<file path="config.mk">
export PLATFORM = sky130hd
export DESIGN_NAME = cache_miss_ctrl
export DESIGN_NICKNAME = d
export VERILOG_FILES = /design/src/rtl/cache_miss_ctrl.sv
export SDC_FILE = /design/constraint.sdc
export NUM_CORES = 1
export LEC_CHECK = 0
export BUFFER_PORTS_ARGS = -buffer_cell sky130_fd_sc_hd__clkbuf_2
export CAP_MARGIN = 20
export CORE_MARGIN = 1
export CORE_UTILIZATION = 30
export CTS_CLUSTER_SIZE = 8
export DETAILED_ROUTE_END_ITERATION = 16
export GPL_TIMING_DRIVEN = 0
export SLEW_MARGIN = 30
export SYNTH_ARGS = -nofsm -noshare
export SYNTH_HDL_FRONTEND = slang
export SYNTH_SLANG_ARGS = --single-unit
</file>
<file path="constraint.sdc">
create_clock -name clk -period 9.98 [get_ports clk]
set_input_delay 0.499 -clock clk [delete_from_list [all_inputs] [get_ports clk]]
set_output_delay 0.499 -clock clk [all_outputs]
set_load 0.005 [all_outputs]
</file>
<file path="src/rtl/cache_miss_ctrl.sv">
// Miss handler behind the tag hit-check: returns hit ways, fetches and fills missing lines.
// Optional hit/miss counters are built when CACHE_MISS_STATS_EN is defined.
module cache_miss_ctrl #(
  parameter int N_WAYS     = 2,
  parameter int N_POW      = 4,
  parameter int TAG_BITS   = 20,
  parameter int INDEX_BITS = 4,
  parameter int LINE_BITS  = 32
) (
  input  logic                           clk,
  input  logic                           rst,
  input  logic                           req_valid,
  output logic                           req_ready,
  input  logic [TAG_BITS-1:0]            req_tag,
  input  logic [INDEX_BITS-1:0]          req_index,
  input  logic                           hit,
  input  logic                           miss,
  input  logic [N_POW-1:0]               hit_way,
  input  logic [N_WAYS-1:0]              line_empty,
  output logic                           mem_req_valid,
  input  logic                           mem_req_ready,
  output logic [TAG_BITS+INDEX_BITS-1:0] mem_req_addr,
  input  logic                           mem_resp_valid,
  input  logic [LINE_BITS-1:0]           mem_resp_data,
  output logic                           fill_en,
  output logic [N_POW-1:0]               fill_way,
  output logic [INDEX_BITS-1:0]          fill_index,
  output logic [TAG_BITS-1:0]            fill_tag,
  output logic [LINE_BITS-1:0]           fill_data,
  output logic                           resp_valid,
  output logic                           resp_hit,
  output logic [N_POW-1:0]               resp_way
`ifdef CACHE_MISS_STATS_EN
  ,
  output logic [31:0]                    hit_count,
  output logic [31:0]                    miss_count
`endif
);

  localparam int SETS = 2**INDEX_BITS;

  localparam logic [1:0] IDLE     = 2'd0;
  localparam logic [1:0] MEM_REQ  = 2'd1;
  localparam logic [1:0] MEM_WAIT = 2'd2;
  localparam logic [1:0] FILL     = 2'd3;

  logic [1:0]            state_q, state_d;
  logic [TAG_BITS-1:0]   tag_q, tag_d;
  logic [INDEX_BITS-1:0] index_q, index_d;
  logic [N_POW-1:0]      victim_q, victim_d;
  logic                  rr_sel_q, rr_sel_d;
  logic [LINE_BITS-1:0]  data_q, data_d;
  logic                  resp_valid_q, resp_valid_d;
  logic                  resp_hit_q, resp_hit_d;
  logic [N_POW-1:0]      resp_way_q, resp_way_d;
  logic [N_POW-1:0]      rr_q [SETS];

  logic                  accept;
  logic                  any_empty;
  logic [N_POW-1:0]      victim;
  logic [N_POW-1:0]      rr_cur;
  logic [N_POW-1:0]      rr_next;
  logic                  unused_miss;

  // hit alone decides the path; miss is only its redundant complement
  assign unused_miss = miss;

  assign accept = req_valid && (state_q == IDLE);

  // scanning downward leaves the lowest empty way selected
  always_comb begin
    any_empty = 1'b0;
    victim    = rr_q[req_index];
    for (int i = N_WAYS - 1; i >= 0; i--) begin
      if (line_empty[i]) begin
        any_empty = 1'b1;
        victim    = N_POW'(i);
      end
    end
  end

  assign rr_cur  = rr_q[index_q];
  assign rr_next = (rr_cur == N_POW'(N_WAYS - 1)) ? '0 : rr_cur + 1'b1;

  always_comb begin
    state_d      = state_q;
    tag_d        = tag_q;
    index_d      = index_q;
    victim_d     = victim_q;
    rr_sel_d     = rr_sel_q;
    data_d       = data_q;
    resp_valid_d = 1'b0;
    resp_hit_d   = resp_hit_q;
    resp_way_d   = resp_way_q;
    unique case (state_q)
      IDLE: begin
        if (accept && hit) begin
          resp_valid_d = 1'b1;
          resp_hit_d   = 1'b1;
          resp_way_d   = hit_way;
        end else if (accept) begin
          tag_d    = req_tag;
          index_d  = req_index;
          victim_d = victim;
          rr_sel_d = !any_empty;
          state_d  = MEM_REQ;
        end
      end
      MEM_REQ: begin
        if (mem_req_ready) state_d = MEM_WAIT;
      end
      MEM_WAIT: begin
        if (mem_resp_valid) begin
          data_d  = mem_resp_data;
          state_d = FILL;
        end
      end
      FILL: begin
        resp_valid_d = 1'b1;
        resp_hit_d   = 1'b0;
        resp_way_d   = victim_q;
        state_d      = IDLE;
      end
      default: state_d = IDLE;
    endcase
  end

  always_ff @(posedge clk or posedge rst) begin
    if (rst) begin
      state_q      <= IDLE;
      tag_q        <= '0;
      index_q      <= '0;
      victim_q     <= '0;
      rr_sel_q     <= 1'b0;
      data_q       <= '0;
      resp_valid_q <= 1'b0;
      resp_hit_q   <= 1'b0;
      resp_way_q   <= '0;
    end else begin
      state_q      <= state_d;
      tag_q        <= tag_d;
      index_q      <= index_d;
      victim_q     <= victim_d;
      rr_sel_q     <= rr_sel_d;
      data_q       <= data_d;
      resp_valid_q <= resp_valid_d;
      resp_hit_q   <= resp_hit_d;
      resp_way_q   <= resp_way_d;
    end
  end

  // pointer only advances when it actually supplied the victim
  always_ff @(posedge clk or posedge rst) begin
    if (rst) begin
      for (int s = 0; s < SETS; s++) rr_q[s] <= '0;
    end else if (state_q == FILL && rr_sel_q) begin
      rr_q[index_q] <= rr_next;
    end
  end

  assign req_ready     = (state_q == IDLE);
  assign mem_req_valid = (state_q == MEM_REQ);
  assign mem_req_addr  = {tag_q, index_q};
  assign fill_en       = (state_q == FILL);
  assign fill_way      = victim_q;
  assign fill_index    = index_q;
  assign fill_tag      = tag_q;
  assign fill_data     = data_q;
  assign resp_valid    = resp_valid_q;
  assign resp_hit      = resp_hit_q;
  assign resp_way      = resp_way_q;

`ifdef CACHE_MISS_STATS_EN
  always_ff @(posedge clk or posedge rst) begin
    if (rst) begin
      hit_count  <= '0;
      miss_count <= '0;
    end else begin
      if (accept && hit && hit_count != '1)
        hit_count <= hit_count + 1'b1;
      if (accept && !hit && miss_count != '1)
        miss_count <= miss_count + 1'b1;
    end
  end
`endif

endmodule

</file>
Yosys cells after proc, flatten, opt, wreduce, memory -nomap -nowiden

Index checks and enable logic that the tools add are counted.

$add $sub $neg: 1
Order comparisons: 3
Equal/unequal tests: 9
Muxes and demuxes: 25
Bitwise gates (word level): 3
Reduce and logical (&&, ||, !) cells: 11

Operator list:

| kind                | count |
|---|---|
| $bwmux 64           | 1 |
| $mux 4              | 9 |
| $bmux 4 s4          | 2 |
| $demux 4 s4         | 1 |
| $ge 5x5->1 const B  | 2 |
| $not 4->5           | 2 |
| $mux 2              | 4 |
| $pmux 2 s4          | 1 |
| $pmux 4 s2          | 1 |
| $ne 2x1->1 const B  | 3 |
| $lt 5x1->1 const B  | 1 |
| $add 4x1->4 const B | 1 |
| $eq 2x2->1 const B  | 2 |
| $eq 4x1->1 const B  | 1 |
| $logic_and 1x1->1   | 4 |
| $mux 1              | 4 |
| $ne 2x2->1 const B  | 2 |
| $pmux 1 s2          | 2 |
| $reduce_and 2->1    | 2 |
| $reduce_and 4->1    | 1 |
| $reduce_and 3->1    | 1 |
| $eq 2x1->1 const B  | 1 |
| $logic_not 2->1     | 1 |
| $reduce_bool 2->1   | 1 |
| 2 further kinds     | 2 |

Flip-flop bits (word level): 133
Bits of input ports: 69

Depth between registers and ports, before layout

Gate-level depths: netlist of run 1.

Depth in word-level cells: 7
Mapped depth: 10
Gate-level depth less buffers: 6

Worst setup path after synthesis of run 1

Ideal clock, no wire load.

Path type: input port to flip-flop
Start point: input req_index[0]
End point: register victim_q[2], in the netlist fill_way[2]
Setup time: 121 ps
Data arrival time: 2424 ps
Path slack: 7435 ps
Stages: 5
Buffers on the path: 2
Cells stage by stage: clkbuf_1 > buf_2 > mux4_2 > mux4_2 > a22o_1

Word-level cells in the longest chain between the ends: 6

Ends and longest elaborated chain:

| what                                      | line | text |
|---|---|---|
| from (decl)                               | 15   | `input logic [INDEX_BITS-1:0] req_index,` |
| $not 4->5 (not written as such)           | 73   | `victim = rr_q[req_index];` |
| $bmux 4 s4                                | 73   |  |
| $mux 4 (not written as such) (2 in a row) | 73   |  |
| $mux 4 (2 in a row)                       | 75   | `if (line_empty[i]) begin` |
| to (signal assigned)                      | 143  | `victim_q <= victim_d;` |
| to (decl)                                 | 50   | `logic [N_POW-1:0] victim_q, victim_d;` |

No other way between the ends. The select of a mux whose other input is x is not followed.
A chain may end at the register's enable or synchronous reset.

Worst setup path after layout of run 1

Start point: register index_q[1], in the netlist fill_index[1]
End point: register rr_q[13] (netlist bit)

Word-level cells in the longest chain between the ends: 7

Ends and longest elaborated chain:

| what                                             | line    | text |
|---|---|---|
| from (decl)                                      | 49      | `logic [INDEX_BITS-1:0] index_q, index_d;` |
| from (signal assigned)                           | 142     | `index_q <= index_d;` |
| $not 4->5 (not written as such) (*)              | 82, 157 |  |
| $bmux 4 s4                                       | 82      | `assign rr_cur = rr_q[index_q];` |
| $mux 4 (not written as such) (2 in a row)        | 82      |  |
| $add 4x1->4 / $eq 4x1->1 (equally long branches) | 83      | `assign rr_next = (rr_cur == N_POW'(N_WAYS - 1)) ? '0 : rr_cur + 1'b1;` |
| $mux 4                                           | 83      |  |
| $bwmux 64 (*)                                    | 157     | `rr_q[index_q] <= rr_next;` |
| to (signal, indexed assignment)                  | 157     |  |
| to (decl)                                        | 56      | `logic [N_POW-1:0] rr_q [SETS];` |

Every way passes the cells marked *; elsewhere a longest branch is shown, timed or not. The select of a mux whose other input is x is not followed.

==> impl_metrics.py, run 1 <==
metrics = {
    "grt": {
        "grt_pass1_vias": 5291,
        "track_usage_pct": 17.2,
        "grt_overflow": 0,
        "grt_max_degree": 86,
        "grt_pass1_wl_um": 30500,
        "antenna_found_initial": 0,
    },
    "worst_setup_path": {
        "reg2reg_setup_slack_ns": 6.84,
        "critPathTopFamily": "multiplexers",
        "critPathArrivalTime_ns": 3.42,
        "critPathSlowestCell": "mux2i_1",
        "crit_type": "flop to flop",
        "cp-end-kind": "flop",
        "r2r-end": "rr_q[13]$_DFFE_PP0P_",
        "crit_path_start_kind": "flop",
        "crit_path_cell_trace": "buf_2 -> mux4_2 -> mux2_2 -> mux2i_1 -> a211o_1 -> buf_4 -> a31oi_1",
        "reg2reg_from": "fill_index[1]$_DFFE_PP0P_",
        "reg2regPathDepth": 7,
        "path_buf_inv": 2,
        "cp_data_required_time_ns": 10.26,
        "critPathMaxStageDelay_ns": 0.65,
        "critPathMaxFanout": 10,
    },
    "worst_hold_path": {
        "hold_path.class": "input port to asynchronous set/reset pin",
    },
    "synth": {
        "synth_edf_count": 0,
        "synthFlopType": "dfrtp_1",
        "yosysSeqAreaShare_pct": 49.1,
        "netlist_area_um2": 6780,
        "yosys_warnings": 0,
        "netlist-cell-type-count": 37,
        "synth-seq-cells": 133,
        "syn_nets": 658,
        "synth_cells": 584,
        "ys_async_sr_fraction_pct": 100,
        "avgSynthCellArea_um2": 11.6,
    },
    "pwr": {
        "p_leak_nw": 3.89,
        "p_total_mw": 2.63,
        "irDropWorstVdd_mv": 0.155,
        "power.density_nw_per_um2": 308,
    },
    "die": {
        "initial_core_util_pct": 30.9,
        "die_area_um2": 23200,
        "die_w_um": 152,
        "die_height_um": 152,
        "core-area_um2": 22000,
        "num_rows": 54,
        "boundaryPins": 162,
    },
    "clock_network": {
        "cts_hold_buffers": 0,
        "clk_pin_slew_ns": 0.06,
        "clock_path_buffers": 2,
        "post_cts_resized": 0,
        "cts_tree": "built",
        "clock_latency_ns": 0.43,
        "root_buffer": "clkbuf_16",
        "cts_buffers": 17,
        "cts.sinks": 133,
        "postCtsSetupRepairBufs": 0,
        "cts-htree-levels": 4,
    },
    "placement": {
        "post-place-ws_ns": 6.88,
        "hpwl_um": 14300,
        "place_area_um2": 7960,
        "place_inst": 1023,
        "numPortBuffers": 158,
        "gp_congestion": 0.888,
    },
    "detailed_routing": {
        "vias": 5476,
        "via_per_inst": 5.19,
        "drc_errors": 29,
        "dr.pass1.iters": 12,
        "wl_um": 19200,
        "drtAntennaViolNets": 0,
        "drt_iter0_drc": 427,
        "routedWlPerCell_um": 18.2,
    },
    "finish": {
        "area_delta_synth_final_pct": 25.9,
        "final_cell_mix": "clkbuf_2 (158), dfrtp_1 (133), nor2_1 (66)",
        "instances_no_fill": 1055,
        "drive_above_1_share_pct": 41.9,
        "final_util_pct": 38.9,
        "diodes": 0,
        "final_area_um2": 8530,
        "final_common_cell": "clkbuf_2",
        "fin_nets": 836,
    },
    "sta": {
        "finalCritPeriodShare_pct": 31.5,
        "worst_pin_slew_ns": 0.937,
        "hold_viol": 0,
        "slew_violations": 0,
        "clock.fmax_ghz": 0.319,
        "fin_setup_tns_ns": 0,
        "fin_crit_ns": 3.14,
        "setup_viol": 0,
        "fin_ws_ns": 6.84,
        "clock-skew-final_ns": 0.00951,
        "rsz0062_at_grt": "no",
        "max_slew_margin_pct": 37.0,
        "hold_ws_ns": 0.0550,
    },
    "outcome": {
        "violations": "DRC",
        "status": "finished, violations left",
    },
    "flow_run": {
        "maxCapViolations": 0,
    },
}
-- worst max-delay path by stage --
stage / to / cells past startpoint / slack (ns) / start
after floorplan: fill_data[0]$_DFFE_PP0P_ / 1 / 5.93 / rst
after global placement: rr_q[10]$_DFFE_PP0P_ / 2 / 4.24 / rst
after detailed placement: rr_q[5]$_DFFE_PP0P_ / 7 / 6.88 / fill_index[1]$_DFFE_PP0P_
after CTS: rr_q[33]$_DFFE_PP0P_ / 7 / 6.84 / fill_index[1]$_DFFE_PP0P_
after global routing: rr_q[15]$_DFFE_PP0P_ / 8 / 6.71 / fill_index[2]$_DFFE_PP0P_
final: rr_q[13]$_DFFE_PP0P_ / 7 / 6.84 / fill_index[1]$_DFFE_PP0P_
-- cell families (layout without fill, tap and decap cells) --
kind of cell | after synthesis | count (layout) | share of synthesized area [%]
flip-flops | 133 | 133 | 49.1
AO/OA/AOI/OAI | 88 | 88 | 9.04
multiplexers | 100 | 100 | 22.5
buffers and inverters | 76 | 267 | 6.27
adder cells (fa/ha/maj) | 5 | 5 | 0.923
AND/OR/NAND/NOR | 182 | 182 | 12.2
-- flip-flops by register name, indices dropped and copies added (netlist names) --
| name | flops |
|---|---|
| resp_way | 4 |
| fill_index | 4 |
| rr_sel_q | 1 |
| resp_hit | 1 |
| state_q | 2 |
| fill_tag | 20 |
| fill_data | 32 |
| resp_valid | 1 |
| rr_q | 64 |
| fill_way | 4 |
-- power by group --
group	total (mW)	internal [mW]	switching, mW	leakage (nW)
sequential	0.905	0.750	0.155	1.70
clock	0.618	0.369	0.250	0.280
combinational	1.10	0.537	0.568	1.90
total	2.63	1.66	0.972	3.89
-- metal layers --
layer	wire (µm)	GRT usage, %	up-vias	share of wire (%)
li1	-	-	2512	-
met1	8160	21.9	2668	43
met2	8920	26.9	263	47
met5	0	0	-	0
met3	1530	4.58	33	8.0
met4	573	8.75	0	3.0
-- cell usage after synthesis (2+ instances only) --
master      n  area, µm²
buf_6       5       56.3
o21ai_0     5       25.0
mux2_2     59        664
a31oi_1    33        206
a21oi_1    20        100
buf_4      25        188
buf_1       9       33.8
a22o_1      4       35.0
nor4_1     16        100
ha_1        5       62.6
a21o_1      2       15.0
clkbuf_1   20       75.1
mux2i_1     5       50.1
nand4_1    18        113
buf_2       7       35.0
nand3_1    20        100
nor3_1      7       35.0
inv_1       9       33.8
nor2_1     66        248
nand2_1    47        176
a22oi_1     2       15.0
dfrtp_1   133       3330
a311o_1    16        160
nor2b_1     2       12.5
or3_1       2       12.5
mux4_2     36        811
-- cell type report --
type                            count  area (µm²)
Buffer                             66         388
Fill cell                        2112       13400
Timing Repair Buffer              159         818
Clock inverter                     15         151
Inverter                           10        45.0
Multi-Input combinational cell    375        3030
Tap cell                          280         350
Clock buffer                       17         425
Sequential cell                   133        3330
No activity file was read; power rests on OpenSTA's default activity.
==> run 2: changes to the inputs <==
Settings changed: ABC_AREA from default to 1.
Clock period 9.98 ns to 2.9 ns, I/O delays scaled along.
==> impl_metrics.py, run 2 <==
metrics = {
    "synth": {
        "netlist-cell-type-count": 25,
        "ys_async_sr_fraction_pct": 100,
        "synth_edf_count": 0,
        "yosysMostFrequentCell": "nand2_1",
        "synth_cells": 862,
        "yosys_warnings": 0,
        "synthFlopType": "dfrtp_1",
        "synth_top_area_cell": "dfrtp_1",
        "synth-seq-cells": 133,
        "syn_nets": 936,
        "synth_area_leaders": "dfrtp_1 (49%), nand2_1 (20%), mux2_2 (5.5%)",
        "netlist.area_leader.share_pct": 49.4,
        "netlist_area_um2": 6730,
        "yosysSeqAreaShare_pct": 49.4,
        "yosys-top-cells-count": "nand2_1 (355), dfrtp_1 (133), nor2_1 (66), inv_1 (59), o21ai_0 (56)",
        "avgSynthCellArea_um2": 7.81,
    },
    "detailed_routing": {
        "drt_iter0_drc": 491,
        "drc_errors": 0,
        "routedWlPerCell_um": 15.2,
        "vias": 6532,
        "via_per_inst": 4.68,
        "drtAntennaViolNets": 0,
        "dr.pass1.iters": 5,
        "wl_um": 21200,
    },
    "grt": {
        "antenna_found_initial": 0,
        "grt_pass1_vias": 6533,
        "grt_overflow": 0,
        "track_usage_pct": 18.9,
        "grt_max_degree": 30,
        "grt_pass1_wl_um": 34300,
    },
    "worst_setup_path": {
        "cp-end-kind": "flop",
        "reg2regPathDepth": 13,
        "r2r-end": "rr_q[14]$_DFFE_PP0P_",
        "critPathArrivalTime_ns": 2.62,
        "crit_type": "flop to flop",
        "reg2reg_from": "fill_index[1]$_DFFE_PP0P_",
        "critPathMaxFanout": 10,
        "reg2reg_setup_slack_ns": 0.58,
        "crit_path_start_kind": "flop",
        "cp_data_required_time_ns": 3.21,
    },
    "finish": {
        "fin_nets": 1176,
        "diodes": 0,
        "area_delta_synth_final_pct": 36.2,
        "largest_register": "rr_q",
        "final_common_cell": "nand2_1",
        "drive_above_1_share_pct": 24.8,
        "largest_reg_flops": 64,
        "final_cell_mix": "nand2_1 (355), clkbuf_2 (159), dfrtp_1 (133)",
    },
    "die": {
        "num_rows": 54,
        "die_w_um": 152,
        "die_area_um2": 23000,
        "boundaryPins": 162,
        "core-area_um2": 21900,
        "die_height_um": 152,
        "initial_core_util_pct": 30.8,
    },
    "clock_network": {
        "clock_latency_ns": 0.43,
        "clk_pin_slew_ns": 0.06,
        "cts.sinks": 133,
        "cts_buffers": 17,
        "post_cts_resized": 0,
        "cts_tree": "built",
        "clock_path_buffers": 2,
        "root_buffer": "clkbuf_16",
        "cts-htree-levels": 4,
    },
    "sta": {
        "max_slew_margin_pct": 56.9,
        "hold_viol": 0,
        "clock-skew-final_ns": 0.00870,
        "finalCritPeriodShare_pct": 79.9,
        "fin_setup_tns_ns": 0,
        "clock.fmax_ghz": 0.432,
        "fin_crit_ns": 2.32,
        "setup_viol": 0,
        "slew_violations": 0,
        "worst_pin_slew_ns": 0.647,
        "rsz0062_at_grt": "no",
    },
    "pwr": {
        "p_total_mw": 7.82,
        "irDropWorstVdd_mv": 0.405,
        "p_leak_nw": 4.76,
        "power.density_nw_per_um2": 853,
    },
    "placement": {
        "numPortBuffers": 159,
        "gp_congestion": 0.957,
        "hpwl_um": 14700,
    },
    "outcome": {
        "status": "finished clean",
    },
    "worst_hold_path": {
        "hold_path_end": "resp_valid$_DFF_PP0_",
        "hold_start": "hit",
        "min_delay_path_depth": 3,
        "hold_path.class": "input port to flop",
    },
    "flow_run": {
        "maxCapViolations": 0,
    },
}
run 2: changes by cell type in the layout (fill, tap and decap cells not counted), sizes merged, moves of 17 or more:
cell         delta
a31oi          -29
inv            +53
nand2         +312
mux2           -26
nand3          +20
dlygate4sd3    +57
mux4           -36
o21ai          +61
nand4          -17
run 2: worst max-delay path by stage:
| stage | to | cells past startpoint | start | slack, ns |
|---|---|---|---|---|
| floorplan | fill_data[0]$_DFFE_PP0P_ | 1 | rst | 1.10 |
| global placement | rr_q[54]$_DFFE_PP0P_ | 2 | rst | 0.12 |
| detailed placement | rr_q[2]$_DFFE_PP0P_ | 13 | fill_index[1]$_DFFE_PP0P_ | 0.58 |
| CTS | rr_q[14]$_DFFE_PP0P_ | 13 | fill_index[1]$_DFFE_PP0P_ | 0.57 |
| global route | rr_q[10]$_DFFE_PP0P_ | 13 | fill_index[1]$_DFFE_PP0P_ | 0.44 |
| finish | rr_q[14]$_DFFE_PP0P_ | 13 | fill_index[1]$_DFFE_PP0P_ | 0.58 |
run 2: metal layers:
layer | part of all wire [%] | GRT usage [%] | vias up
met2 | 47 | 31.9 | 268
met3 | 7.6 | 4.11 | 45
met5 | 0 | 0 | -
met4 | 2.8 | 7.57 | 0
met1 | 42 | 23.5 | 3036
li1 | - | - | 3183
run 2: final cells by class:
type / count / area [µm²]
multi-input cells: 610 / 2830
fillers: 2207 / 12700
well taps: 280 / 350
flip-flops and latches: 133 / 3330
plain buffers: 56 / 343
repair buffers: 221 / 1470
clock buffers: 18 / 439
inverters: 63 / 240
clock inverters: 14 / 168
run 2: report_power, final:
| part | leakage (nW) | switching (mW) | total, mW | internal (mW) |
|---|---|---|---|---|
| Clock | 0.297 | 0.915 | 2.23 | 1.32 |
| Combinational | 2.74 | 1.49 | 2.77 | 1.28 |
| Sequential | 1.73 | 0.397 | 2.81 | 2.42 |
run 2: stage by stage:
step | std cells | setup WS (ns) | util (%) | hold WS [ns] | instance area, µm²
after floorplan | 862 | 1.10 | - | 0.255 | 6740
after global placement | 1301 | 0.124 | 36.0 | 0.341 | 7880
after detailed placement | 1306 | 0.580 | 36.5 | 0.143 | 7990
after CTS | 1395 | 0.573 | 41.9 | 0.0121 | 9170
after global routing | 1395 | 0.437 | 41.9 | 0.0555 | 9170
final | 1395 | 0.583 | 41.9 | 0.0237 | 9170
run 2: critical path, cell delays in order (launching register included):
cell	delay, ns
dfrtp_1	0.41
buf_4	0.19
inv_2	0.15
buf_2	0.29
nand2_1	0.08
nand2_1	0.08
nand2_1	0.05
nand2_1	0.12
inv_1	0.05
nand2_1	0.11
nand3_2	0.11
nand2_2	0.17
buf_2	0.29
o21ai_1	0.09
run 2: kinds of logic (layout without fill, tap and decap cells):
logic type | Yosys count | after routing | synth area share [%]
buf+inv | 119 | 372 | 8.60
fa+ha+maj | 5 | 5 | 0.929
flops | 133 | 133 | 49.4
compound gates | 105 | 105 | 8.38
simple gates | 467 | 467 | 27.1
mux | 33 | 33 | 5.52
run 2: timing repair:
item	4_1_cts	5_1_grt
hold endpoints to repair	79	0
buffers inserted	0	0
hold buffers	57	0
